**src/rtl/fetch_stage.sv**
```systemverilog
// rtl/fetch_stage.sv - instruction fetch stage with decode-side buffer; IFETCH_SKID_EN selects a 2-entry buffer
module fetch_stage (
    input  logic        CLK,
    input  logic        nRST,
    input  logic [31:0] pcaddr,
    input  logic [31:0] nxt_pc,
    output logic        PC_EN,
    output logic        imemREN,
    output logic [31:0] imemaddr,
    input  logic        ihit,
    input  logic [31:0] imemload,
    input  logic        flush,
    input  logic        halt,
    input  logic        id_stall,
    output logic        valid_out,
    output logic [31:0] instr_out,
    output logic [31:0] pc_out,
    output logic [31:0] npc_out
);

`ifdef IFETCH_SKID_EN
    localparam logic [1:0] DEPTH = 2'd2;
`else
    localparam logic [1:0] DEPTH = 2'd1;
`endif

    typedef enum logic [1:0] {
        IDLE   = 2'd0,
        REQ    = 2'd1,
        DRAIN  = 2'd2,
        HALTED = 2'd3
    } state_t;

    state_t      state;
    state_t      state_nxt;
    logic [1:0]  count;
    logic [1:0]  count_nxt;
    logic [31:0] drain_addr;
    logic        pop;
    logic        free;
    logic        push;
    logic        kill;

`ifdef IFETCH_SKID_EN
    logic [31:0] e1_instr;
    logic [31:0] e1_pc;
    logic [31:0] e1_npc;
`endif

    assign valid_out = (count != 2'd0);
    assign pop       = valid_out && !id_stall;
    assign free      = (count - {1'b0, pop}) < DEPTH;
    // Once halted the stage no longer reacts to redirects.
    assign kill      = flush && (state != HALTED);

    always_ff @(posedge CLK or negedge nRST) begin
        if (!nRST) begin
            state <= IDLE;
        end else begin
            state <= state_nxt;
        end
    end

    // A returned word is only consumed when a slot is free; otherwise the
    // request stays asserted at the same address and is re-read.
    always_comb begin
        imemREN  = 1'b0;
        imemaddr = 32'd0;
        PC_EN    = 1'b0;
        push     = 1'b0;
        case (state)
            IDLE: begin
                PC_EN = flush;
            end
            REQ: begin
                imemREN  = 1'b1;
                imemaddr = pcaddr;
                push     = ihit && !flush && free;
                PC_EN    = flush || push;
            end
            DRAIN: begin
                imemREN  = 1'b1;
                imemaddr = drain_addr;
                PC_EN    = flush;
            end
            default: begin
            end
        endcase
    end

    always_comb begin
        if (kill) begin
            count_nxt = 2'd0;
        end else begin
            count_nxt = count + {1'b0, push} - {1'b0, pop};
        end
    end

    always_comb begin
        state_nxt = state;
        case (state)
            IDLE: begin
                if (flush) begin
                    state_nxt = IDLE;
                end else if (halt) begin
                    state_nxt = HALTED;
                end else if (free) begin
                    state_nxt = REQ;
                end
            end
            REQ: begin
                if (ihit && flush) begin
                    state_nxt = IDLE;
                end else if (flush) begin
                    state_nxt = DRAIN;
                end else if (push) begin
                    if (halt) begin
                        state_nxt = HALTED;
                    end else if ((count_nxt < DEPTH) || !id_stall) begin
                        state_nxt = REQ;
                    end else begin
                        state_nxt = IDLE;
                    end
                end
            end
            DRAIN: begin
                if (ihit) begin
                    state_nxt = IDLE;
                end
            end
            default: begin
                state_nxt = HALTED;
            end
        endcase
    end

    always_ff @(posedge CLK or negedge nRST) begin
        if (!nRST) begin
            count      <= 2'd0;
            drain_addr <= 32'd0;
        end else begin
            count <= count_nxt;
            if (state == REQ && flush && !ihit) begin
                drain_addr <= pcaddr;
            end
        end
    end

    always_ff @(posedge CLK or negedge nRST) begin
        if (!nRST) begin
            instr_out <= 32'd0;
            pc_out    <= 32'd0;
            npc_out   <= 32'd0;
`ifdef IFETCH_SKID_EN
            e1_instr  <= 32'd0;
            e1_pc     <= 32'd0;
            e1_npc    <= 32'd0;
`endif
        end else if (!kill) begin
`ifdef IFETCH_SKID_EN
            // The head takes the new word only when it would otherwise be empty.
            if (push && (count == 2'd0 || (pop && count == 2'd1))) begin
                instr_out <= imemload;
                pc_out    <= pcaddr;
                npc_out   <= nxt_pc;
            end else if (pop) begin
                instr_out <= e1_instr;
                pc_out    <= e1_pc;
                npc_out   <= e1_npc;
            end
            if (push) begin
                e1_instr <= imemload;
                e1_pc    <= pcaddr;
                e1_npc   <= nxt_pc;
            end
`else
            if (push) begin
                instr_out <= imemload;
                pc_out    <= pcaddr;
                npc_out   <= nxt_pc;
            end
`endif
        end
    end

endmodule

```
**config.mk**
```make
export PLATFORM = sky130hd
export DESIGN_NAME = fetch_stage
export DESIGN_NICKNAME = d
export VERILOG_FILES = /design/src/rtl/fetch_stage.sv
export SDC_FILE = /design/constraint.sdc
export NUM_CORES = 1
export LEC_CHECK = 0
export ABC_CLOCK_PERIOD_IN_PS = 4800
export BUFFER_PORTS_ARGS = -buffer_cell sky130_fd_sc_hd__buf_2
export CORE_ASPECT_RATIO = 0.6
export CORE_MARGIN = 2
export CORE_UTILIZATION = 50
export CTS_CLUSTER_DIAMETER = 120
export DETAILED_ROUTE_END_ITERATION = 8
export HOLD_SLACK_MARGIN = 0.12
export PLACE_DENSITY = 0.78
export SLEW_MARGIN = 40
export SYNTH_ARGS = -nofsm -noshare
export SYNTH_HDL_FRONTEND = slang
export SYNTH_SLANG_ARGS = --single-unit
export TNS_END_PERCENT = 5
```
**constraint.sdc**
```tcl
create_clock -name CLK -period 4.8 [get_ports CLK]
set_input_delay 0.48 -clock CLK [delete_from_list [all_inputs] [get_ports CLK]]
set_output_delay 0.48 -clock CLK [all_outputs]
set_load 0.02 [all_outputs]
```
# After elaboration in Yosys (flattened, before gate mapping)
# Index checks and enable logic that the tools add are counted.
# word_totals
ff_bits,132
in_bits,102
# classes
n_addsub,3
n_lt_le_gt_ge,2
n_eq_ne,6
muxes,15
bitwise_logic,1
reduce_logical,18
# op_table
operator,count
32-bit one-hot mux with 2 select lines,1
2-bit 2-to-1 mux,9
"4-bit inequality test, second input constant",2
1-bit logical AND,7
2-bit one-hot mux with 3 select lines,1
"2-bit by 1-bit < comparator with 1-bit output, second input constant",2
"2-bit inequality test, second input constant",2
2-bit OR reduction,2
2-bit by 1-bit subtractor with 2-bit output,2
1-bit zero test,3
1-bit 2-to-1 mux,3
3-bit AND reduction,1
2-bit by 1-bit adder with 2-bit output,1
"2-bit by 1-bit equality test with 1-bit output, second input constant",1
"2-bit equality test, second input constant",1
2-bit zero test,1
1-bit logical OR,2
1-bit one-hot mux with 2 select lines,1
2-bit AND reduction,1
2-bit nonzero test,1
1-bit NOT,1

# Logic depth before layout (Yosys ltp)
# Gate-level depths: netlist of the first run.
# depth
word_depth,17
mapped_depth,16
depth_no_buf,14

# Worst setup path before layout of the first run
# No wires, ideal clock.
# synth_path
kind,flip-flop to flip-flop
startpoint,reg count[1]
endpoint,reg state[0]
t_arrival_ns,2.961
path_slack_ns,1.700
stages_incl_launch_ff,17
path_buffers,2
period_less_slack_ns,3.100
cell_sequence,dfrtp_1 -> or2_2 -> nor2b_1 -> ha_1 -> xnor2_2 -> nand3_2 -> nor2_4 -> buf_6 -> buf_12 -> inv_1 -> ha_1 -> inv_1 -> ha_1 -> xor2_1 -> xnor2_1 -> a211oi_1 -> mux2i_1
# synth_via
elab_chain_cells,17
word_cells_on_any_way,20
classes_between,add/sub: 3; order compare: 2; eq/ne: 2; mux: 8; reduce/logical: 5
# synth_rtl
element,line,source
from (decl),36,logic [1:0] count;
from (signal assigned),142,count <= count_nxt;
2-bit nonzero test *,50,assign valid_out = (count != 2'd0);
net valid_out,15,"output logic valid_out,"
1-bit logical AND *,51,assign pop = valid_out && !id_stall;
2-bit by 1-bit subtractor with 2-bit output,52,"assign free = (count - {1'b0, pop}) < DEPTH;"
2-bit by 1-bit < comparator with 1-bit output,52,
1-bit logical AND,78,push = ihit && !flush && free;
1-bit 2-to-1 mux,71,case (state)
2-bit by 1-bit adder with 2-bit output,95,"count_nxt = count + {1'b0, push} - {1'b0, pop};"
[2 not listed],--,
2-bit by 1-bit < comparator with 1-bit output,119,end else if ((count_nxt < DEPTH) || !id_stall) begin
1-bit logical OR,119,
1-bit 2-to-1 mux,119,
2-bit 2-to-1 mux,117,if (halt) begin
2-bit 2-to-1 mux,116,end else if (push) begin
2-bit 2-to-1 mux,114,end else if (flush) begin
2-bit 2-to-1 mux,112,if (ihit && flush) begin
2-bit one-hot mux with 3 select lines,101,case (state)
to (signal assigned),60,state <= state_nxt;
to (decl),34,state_t state;
# The timed path passes the listed nets; every way through them passes the cells marked *. The select of a mux whose other input is x is not followed.
# A chain may end at the register's enable or synchronous reset.

# Worst setup path after layout of the first run
# layout_path
startpoint,reg count[1]
endpoint,reg state[0]
# layout_via
elab_chain_cells,17
word_cells_on_any_way,20
classes_between,add/sub: 3; order compare: 2; eq/ne: 2; mux: 8; reduce/logical: 5
# layout_rtl
element,line,source
2-bit nonzero test,50,
1-bit logical AND,51,
2-bit by 1-bit subtractor with 2-bit output,52,
2-bit by 1-bit < comparator with 1-bit output,52,
1-bit logical AND,78,
1-bit 2-to-1 mux,71,
2-bit by 1-bit adder with 2-bit output,95,
2-bit by 1-bit subtractor with 2-bit output,95,
2-bit 2-to-1 mux,92,if (kill) begin
2-bit by 1-bit < comparator with 1-bit output,119,
1-bit logical OR,119,
1-bit 2-to-1 mux,119,
2-bit 2-to-1 mux,117,
2-bit 2-to-1 mux,116,
2-bit 2-to-1 mux,114,
2-bit 2-to-1 mux,112,
2-bit one-hot mux with 3 select lines,101,
# Several ways; a longest one is shown, not always the timed one. The select of a mux whose other input is x is not followed.

==> results of run 1 <==
==> placed cells by master (no fill, tap or decap), types with 2 or more instances in the layout <==
cell type   netlist  final
a22oi_1          32     32
buf_2             5    231
buf_4             6      4
buf_6             1      2
clkbuf_16         0     17
clkinv_4          0      2
clkinvlp_4        0      5
dfrtp_1         132    132
ha_1              7      6
inv_1             9      9
inv_6             0      4
mux2_2           99     99
mux2_4           29     29
mux2i_1           2      2
nor2_1            2      2
nor2b_1          34     34
nor3_1            2      2
==> state kept, by name, indices dropped and copies added, names as in the netlist <==
register,flops
count,2
npc_out,32
pc_out,32
instr_out,32
state,2
drain_addr,32
==> worst register-to-register path: stages, from the launching register on <==
cell and delay [ns]:
dfrtp_1 0.43, or2_2 0.32, nor2b_1 0.15, ha_1 0.21, xnor2_2 0.20, nand3_2 0.14
nor2_4 0.09, buf_4 0.40, inv_1 0.13, ha_1 0.30, inv_1 0.04, ha_1 0.18
xor2_1 0.15, xnor2_1 0.14, a211oi_1 0.24, mux2i_1 0.11
==> cell type report <==
| class | count | area (sq um) |
|---|---|---|
| fillers | 830 | 3700 |
| clock inverters | 13 | 125 |
| repair buffers | 237 | 1210 |
| clock buffers | 19 | 443 |
| well taps | 160 | 200 |
| flip-flops and latches | 132 | 3300 |
| inverters | 9 | 33.8 |
| multi-input cells | 223 | 2280 |
==> worst paths after layout <==
kind	start	to	slack [ns]
min reg2reg	npc_out[27]$_DFFE_PN0P_	npc_out[27]$_DFFE_PN0P_	0.50
max in group asynchronous	nRST	pc_out[18]$_DFFE_PN0P_	3.52
max reg2reg	count[1]$_DFF_PN0_	state[0]$_DFFE_PN0P_	1.45
min	nRST	pc_out[14]$_DFFE_PN0P_	0.1
min in group CLK	imemload[9]	instr_out[9]$_DFFE_PN0P_	0.30
max	count[1]$_DFF_PN0_	state[0]$_DFFE_PN0P_	1.45
==> metal layers <==
layer | share of wire | GRT usage | up-vias
met1 | 0.43 | 0.281 | 2027
met2 | 0.48 | 0.358 | 159
met3 | 0.077 | 0.0748 | 9
met5 | 0 | 0 | -
li1 | - | - | 1853
met4 | 0.0061 | 0.0558 | 0
==> report_power, final <==
group | switching [mW] | total (mW) | leakage, nW | internal [mW]
combinational | 1.47 | 2.64 | 1.88 | 1.17
sequential | 0.290 | 1.96 | 1.60 | 1.67
clock | 0.506 | 1.24 | 0.263 | 0.733
==> logic make-up after synthesis <==
family / count (synthesis) / synth area share
flip-flops: 132 / 0.571
buffers and inverters: 34 / 0.0368
XOR/XNOR: 3 / 0.00584
multiplexers: 130 / 0.272
AO/OA/AOI/OAI: 40 / 0.0528
AND/OR/NAND/NOR: 43 / 0.0465
adder cells (fa/ha/maj): 7 / 0.0151
==> metrics by stage <==
step	std cells	setup WS (ns)	hold WS [ns]	util
finish	793	1.45	0.0966	0.672
global route	793	1.21	0.152	0.672
CTS	793	1.42	0.127	0.672
detailed placement	761	1.42	0.486	0.621
global placement	761	1.59	0.483	0.621
floorplan	389	1.70	0.184	-
==> results.sh, run 1 <==
export IMPL_clock_skew_ns=0.00991
export IMPL_wl_per_cell_um=17.1
export IMPL_critPathSlowestCell="dfrtp_1"
export IMPL_syn_area_sq_um=5780
export IMPL_synthDominantCellAreaShare=0.571
export IMPL_overflow=0
export IMPL_syn_nets=498
export IMPL_cpMostUsedCell="ha_1"
export IMPL_clk_path_buf_depth=2
export IMPL_synth_seq_cells=132
export IMPL_relSlewSlack=0.524
export IMPL_die_w_um=143
export IMPL_detail_route_wirelength_mm=13.6
export IMPL_firstDrtPassIters=4
export IMPL_synthTopCellsByCount="132 x dfrtp_1, 99 x mux2_2, 34 x nor2b_1, 32 x a22oi_1, 29 x mux2_4"
export IMPL_placed_area_sq_um=7020
export IMPL_period_minus_slack_ns=3.35
export IMPL_slowest_delay_ns=0.43
export IMPL_setup_tns_ns=0
export IMPL_worst_path_buf_inv=3
export IMPL_n_antenna_cell=0
export IMPL_yosysMostFrequentCell="dfrtp_1"
export IMPL_cp_depth=15
export IMPL_cp_max_fo=32
export IMPL_cts_hold_buf=0
export IMPL_coreArea_sq_um=11300
export IMPL_synthArstFlopShare=1.00
export IMPL_critPathKind="flip-flop to flip-flop"
export IMPL_io_buffers=232
export IMPL_tritoncts="done"
export IMPL_tightest_slew_ns=0.714
export IMPL_cp_end_kind="flip-flop"
export IMPL_num_vias=4048
export IMPL_dieArea_sq_um=12500
export IMPL_routed_via_density=5.10
export IMPL_layout_nets=729
export IMPL_power_mw=5.83
export IMPL_drive_above_1_share=0.635
export IMPL_clk_pin_slew_ns=0.06
export IMPL_cp_top_family="simple AND/OR/NAND/NOR gates"
export IMPL_synthFlopType="dfrtp_1"
export IMPL_synth_avg_cell_area_sq_um=14.9
export IMPL_cts_root_buf="clkbuf_16"
export IMPL_syn_to_final_growth_pct=31.4
export IMPL_synth_top_area_cell="dfrtp_1"
export IMPL_rows=30
export IMPL_hold_viol=0
export IMPL_initial_core_util=0.512
export IMPL_p_leak_nw=3.75
export IMPL_die_y_um=87.3
export IMPL_cts_inserted_buffers=17
export IMPL_cp_required_ns=5.06
export IMPL_yosys_warnings=0
export IMPL_p_per_area_nw_per_um2=768
export IMPL_grt_start_max_net_pins=81
export IMPL_reg2reg_depth=15
export IMPL_antenna_found_initial=0
export IMPL_ys_seq_area_frac=0.571
export IMPL_synthTopCellsByArea="dfrtp_1 57%, mux2_2 19%, mux2_4 7.5%"
export IMPL_ir_worst_vdd_uv=410
export IMPL_critPathLaunchType="flip-flop"
export IMPL_cp_cell_sequence="or2_2, nor2b_1, ha_1, xnor2_2, nand3_2, nor2_4, buf_4, inv_1, ha_1, inv_1, ha_1, xor2_1, xnor2_1, a211oi_1, mux2i_1"
export IMPL_maxCapViolations=0
export IMPL_ctsResizeCount=0
export IMPL_grt_pass1_vias=4179
export IMPL_status="finished, final reports clean"
export IMPL_cp_arrival_ns=3.62
export IMPL_drt_iter0_drc=197
export IMPL_clock_sinks=132
export IMPL_rsz0062_at_grt="false"
export IMPL_place_gp_congestion=0.832
export IMPL_synth_distinct_cells=32
export IMPL_syn_inst=389
export IMPL_htree_levels=4
export IMPL_setup_viol=0
export IMPL_synth_edf_count=0
export IMPL_grt_pass1_wl_mm=21.1
export IMPL_final_cell_area_sq_um=7590
export IMPL_dpl_hpwl_mm=9.43
export IMPL_num_io_pins=233
export IMPL_fmax_mhz=298
export IMPL_finalCritPeriodShare=0.699
export IMPL_route_detailed_drc=0
export IMPL_cts_setup_buffers=0
export IMPL_drv_slew=0
export IMPL_hp_class="input pin to asynchronous set/reset pin"
export IMPL_ant_nets=0
export IMPL_clock_latency_ns=0.41
export IMPL_track_usage=0.218
Power figures use the tool's default switching activity.
==> run 2, diff against run 1 <==
- ABC_CLOCK_PERIOD_IN_PS: 4800 -> 3200
- CORE_UTILIZATION: 50 -> 49
- PLACE_DENSITY: 0.78 -> 0.77
- clock period: 4.8 -> 3.2 ns (I/O delays scaled with it)
==> run 2 against run 1 <==
- via count fell by 0.32%
- cell area rose by 1.7%
- first-iteration DRC count fell by 48%
- total power rose by 56%
- fmax rose by 16%
- combinational power rose by 50%
- flip-flop and latch count did not move
- hold slack improved by 0.047 ns
- final cell count did not move
- non-clock buffer count rose by 1
- global-route usage fell by 0.48 points
- utilization rose by 0.48 points
- largest power group unchanged
- highest routed layer unchanged
==> results.sh, run 2 (synthesis results as in run 1) <==
export IMPL_grt_pass1_wl_mm=21.0
export IMPL_final_cell_mix="231 x buf_2, 132 x dfrtp_1, 99 x mux2_2"
export IMPL_dp_cells=761
export IMPL_maxCapViolations=0
export IMPL_clk_pin_slew_ns=0.06
export IMPL_relSlewSlack=0.517
export IMPL_p_per_area_nw_per_um2=1180
export IMPL_ir_worst_vdd_uv=522
export IMPL_setup_tns_ns=0
export IMPL_clock_latency_ns=0.40
export IMPL_cp_max_fo=3
export IMPL_wl_per_cell_um=17.1
export IMPL_finalCritPeriodShare=0.904
export IMPL_antenna_found_initial=0
export IMPL_cp_required_ns=3.46
export IMPL_hold_path_startpoint="imemload[7]"
export IMPL_detail_route_wirelength_mm=13.5
export IMPL_drt_iter0_drc=103
export IMPL_holdWs_ns=0.143
export IMPL_num_vias=4035
export IMPL_r2r_end="state[0]$_DFFE_PN0P_"
export IMPL_fill_cells=879
export IMPL_dp_slack_ns=0.297
export IMPL_clock_skew_ns=0.0144
export IMPL_status="finished, final reports clean"
export IMPL_io_buffers=232
export IMPL_drv_slew=0
export IMPL_htree_levels=4
export IMPL_coreArea_sq_um=11400
export IMPL_track_usage=0.213
export IMPL_cp_end_kind="flip-flop"
export IMPL_r2r_start="count[1]$_DFF_PN0_"
export IMPL_hold_end="instr_out[7]$_DFFE_PN0P_"
export IMPL_critPathKind="flip-flop to flip-flop"
export IMPL_initial_core_util=0.507
export IMPL_reg2reg_depth=14
export IMPL_fmax_mhz=346
export IMPL_dieArea_sq_um=12700
export IMPL_overflow=0
export IMPL_route_detailed_drc=0
export IMPL_num_io_pins=233
export IMPL_grt_pass1_vias=4097
export IMPL_rows=30
export IMPL_clk_path_buf_depth=2
export IMPL_hold_depth=2
export IMPL_rsz0062_at_grt="false"
export IMPL_grt_start_max_net_pins=97
export IMPL_drive_above_1_share=0.635
export IMPL_hp_class="input pin to flip-flop"
export IMPL_die_y_um=88.1
export IMPL_routed_via_density=5.09
export IMPL_instances_no_fill=793
export IMPL_layout_nets=730
export IMPL_dpl_hpwl_mm=9.47
export IMPL_tritoncts="done"
export IMPL_syn_to_final_growth_pct=33.6
export IMPL_setup_slack_ns=0.306
export IMPL_setup_viol=0
export IMPL_firstDrtPassIters=4
export IMPL_clock_sinks=132
export IMPL_setup_reg_to_reg_worst_slack_ns=0.31
export IMPL_cp_arrival_ns=3.15
export IMPL_cts_root_buf="clkbuf_16"
export IMPL_critPathLaunchType="flip-flop"
export IMPL_mostFrequentLayoutCell="buf_2"
export IMPL_n_antenna_cell=0
export IMPL_die_w_um=144
export IMPL_ant_nets=0
export IMPL_hold_viol=0
export IMPL_tightest_slew_ns=0.725
export IMPL_period_minus_slack_ns=2.89
export IMPL_place_gp_congestion=0.855
export IMPL_cts_inserted_buffers=17
export IMPL_p_leak_nw=3.82
## run 2: how the worst max path moves through the flow
stage,from,endpoint,slack [ns],cells after the start
2_1_floorplan,count[1]$_DFF_PN0_,state[0]$_DFFE_PN0P_,0.1,16
3_3_place_gp,count[1]$_DFF_PN0_,state[0]$_DFFE_PN0P_,0.46,14
3_5_place_dp,count[1]$_DFF_PN0_,state[0]$_DFFE_PN0P_,0.30,14
4_1_cts,count[1]$_DFF_PN0_,state[0]$_DFFE_PN0P_,0.29,14
5_1_grt,count[1]$_DFF_PN0_,state[0]$_DFFE_PN0P_,0.17,14
6_report,count[1]$_DFF_PN0_,state[0]$_DFFE_PN0P_,0.31,14
## run 2: final cells by class
cell class | count | area [sq um] | area share
Sequential cell | 132 | 3300 | 0.428
Multi-Input combinational cell | 223 | 2270 | 0.294
Tap cell | 160 | 200 | 0.0259
Inverter | 9 | 33.8 | 0.00437
Clock inverter | 12 | 225 | 0.0292
Timing Repair Buffer | 238 | 1240 | 0.160
Clock buffer | 19 | 453 | 0.0586
## run 2: critical path, cell delays in order (launching register included)
cell and delay (ns):
dfrtp_1 0.43, or2_2 0.32, nor2b_1 0.16, ha_1 0.21, xnor2_2 0.20, nand3_2 0.13
nor2_4 0.13, inv_1 0.06, ha_1 0.28, inv_1 0.05, ha_1 0.18, xor2_1 0.15
xnor2_1 0.14, a211oi_1 0.21, mux2i_1 0.11
## run 2: where the power goes
group	total, mW	internal [mW]	switching [mW]	leakage, nW
Clock	2.21	1.50	0.710	0.334
Combinational	3.96	1.76	2.20	1.89
Sequential	2.93	2.50	0.423	1.60
Total	9.10	5.77	3.33	3.82
## run 2: what timing repair did
action	4_1_cts	5_1_grt
hold buffers	1	0
hold endpoints to repair	44	0
setup buffers	0	0
gates resized for setup	0	0
endpoints found under the setup margin	0	0
## run 2: per-layer routing
metal  part of all wire  global-route usage  vias up
li1                   -                   -     1859
met1               0.44               0.277     2028
met2               0.49               0.351      136
met3              0.069              0.0672       12
met4             0.0093              0.0600        0
met5                  0                   0        -
## run 2: metrics by stage
step                 util  total power [mW]  area [sq um]
CTS                 0.677              9.20          7720
global placement    0.616              6.79          7030
floorplan               -              5.64          5780
finish              0.677              9.10          7720
global route        0.677              9.62          7720
detailed placement  0.616              6.93          7030
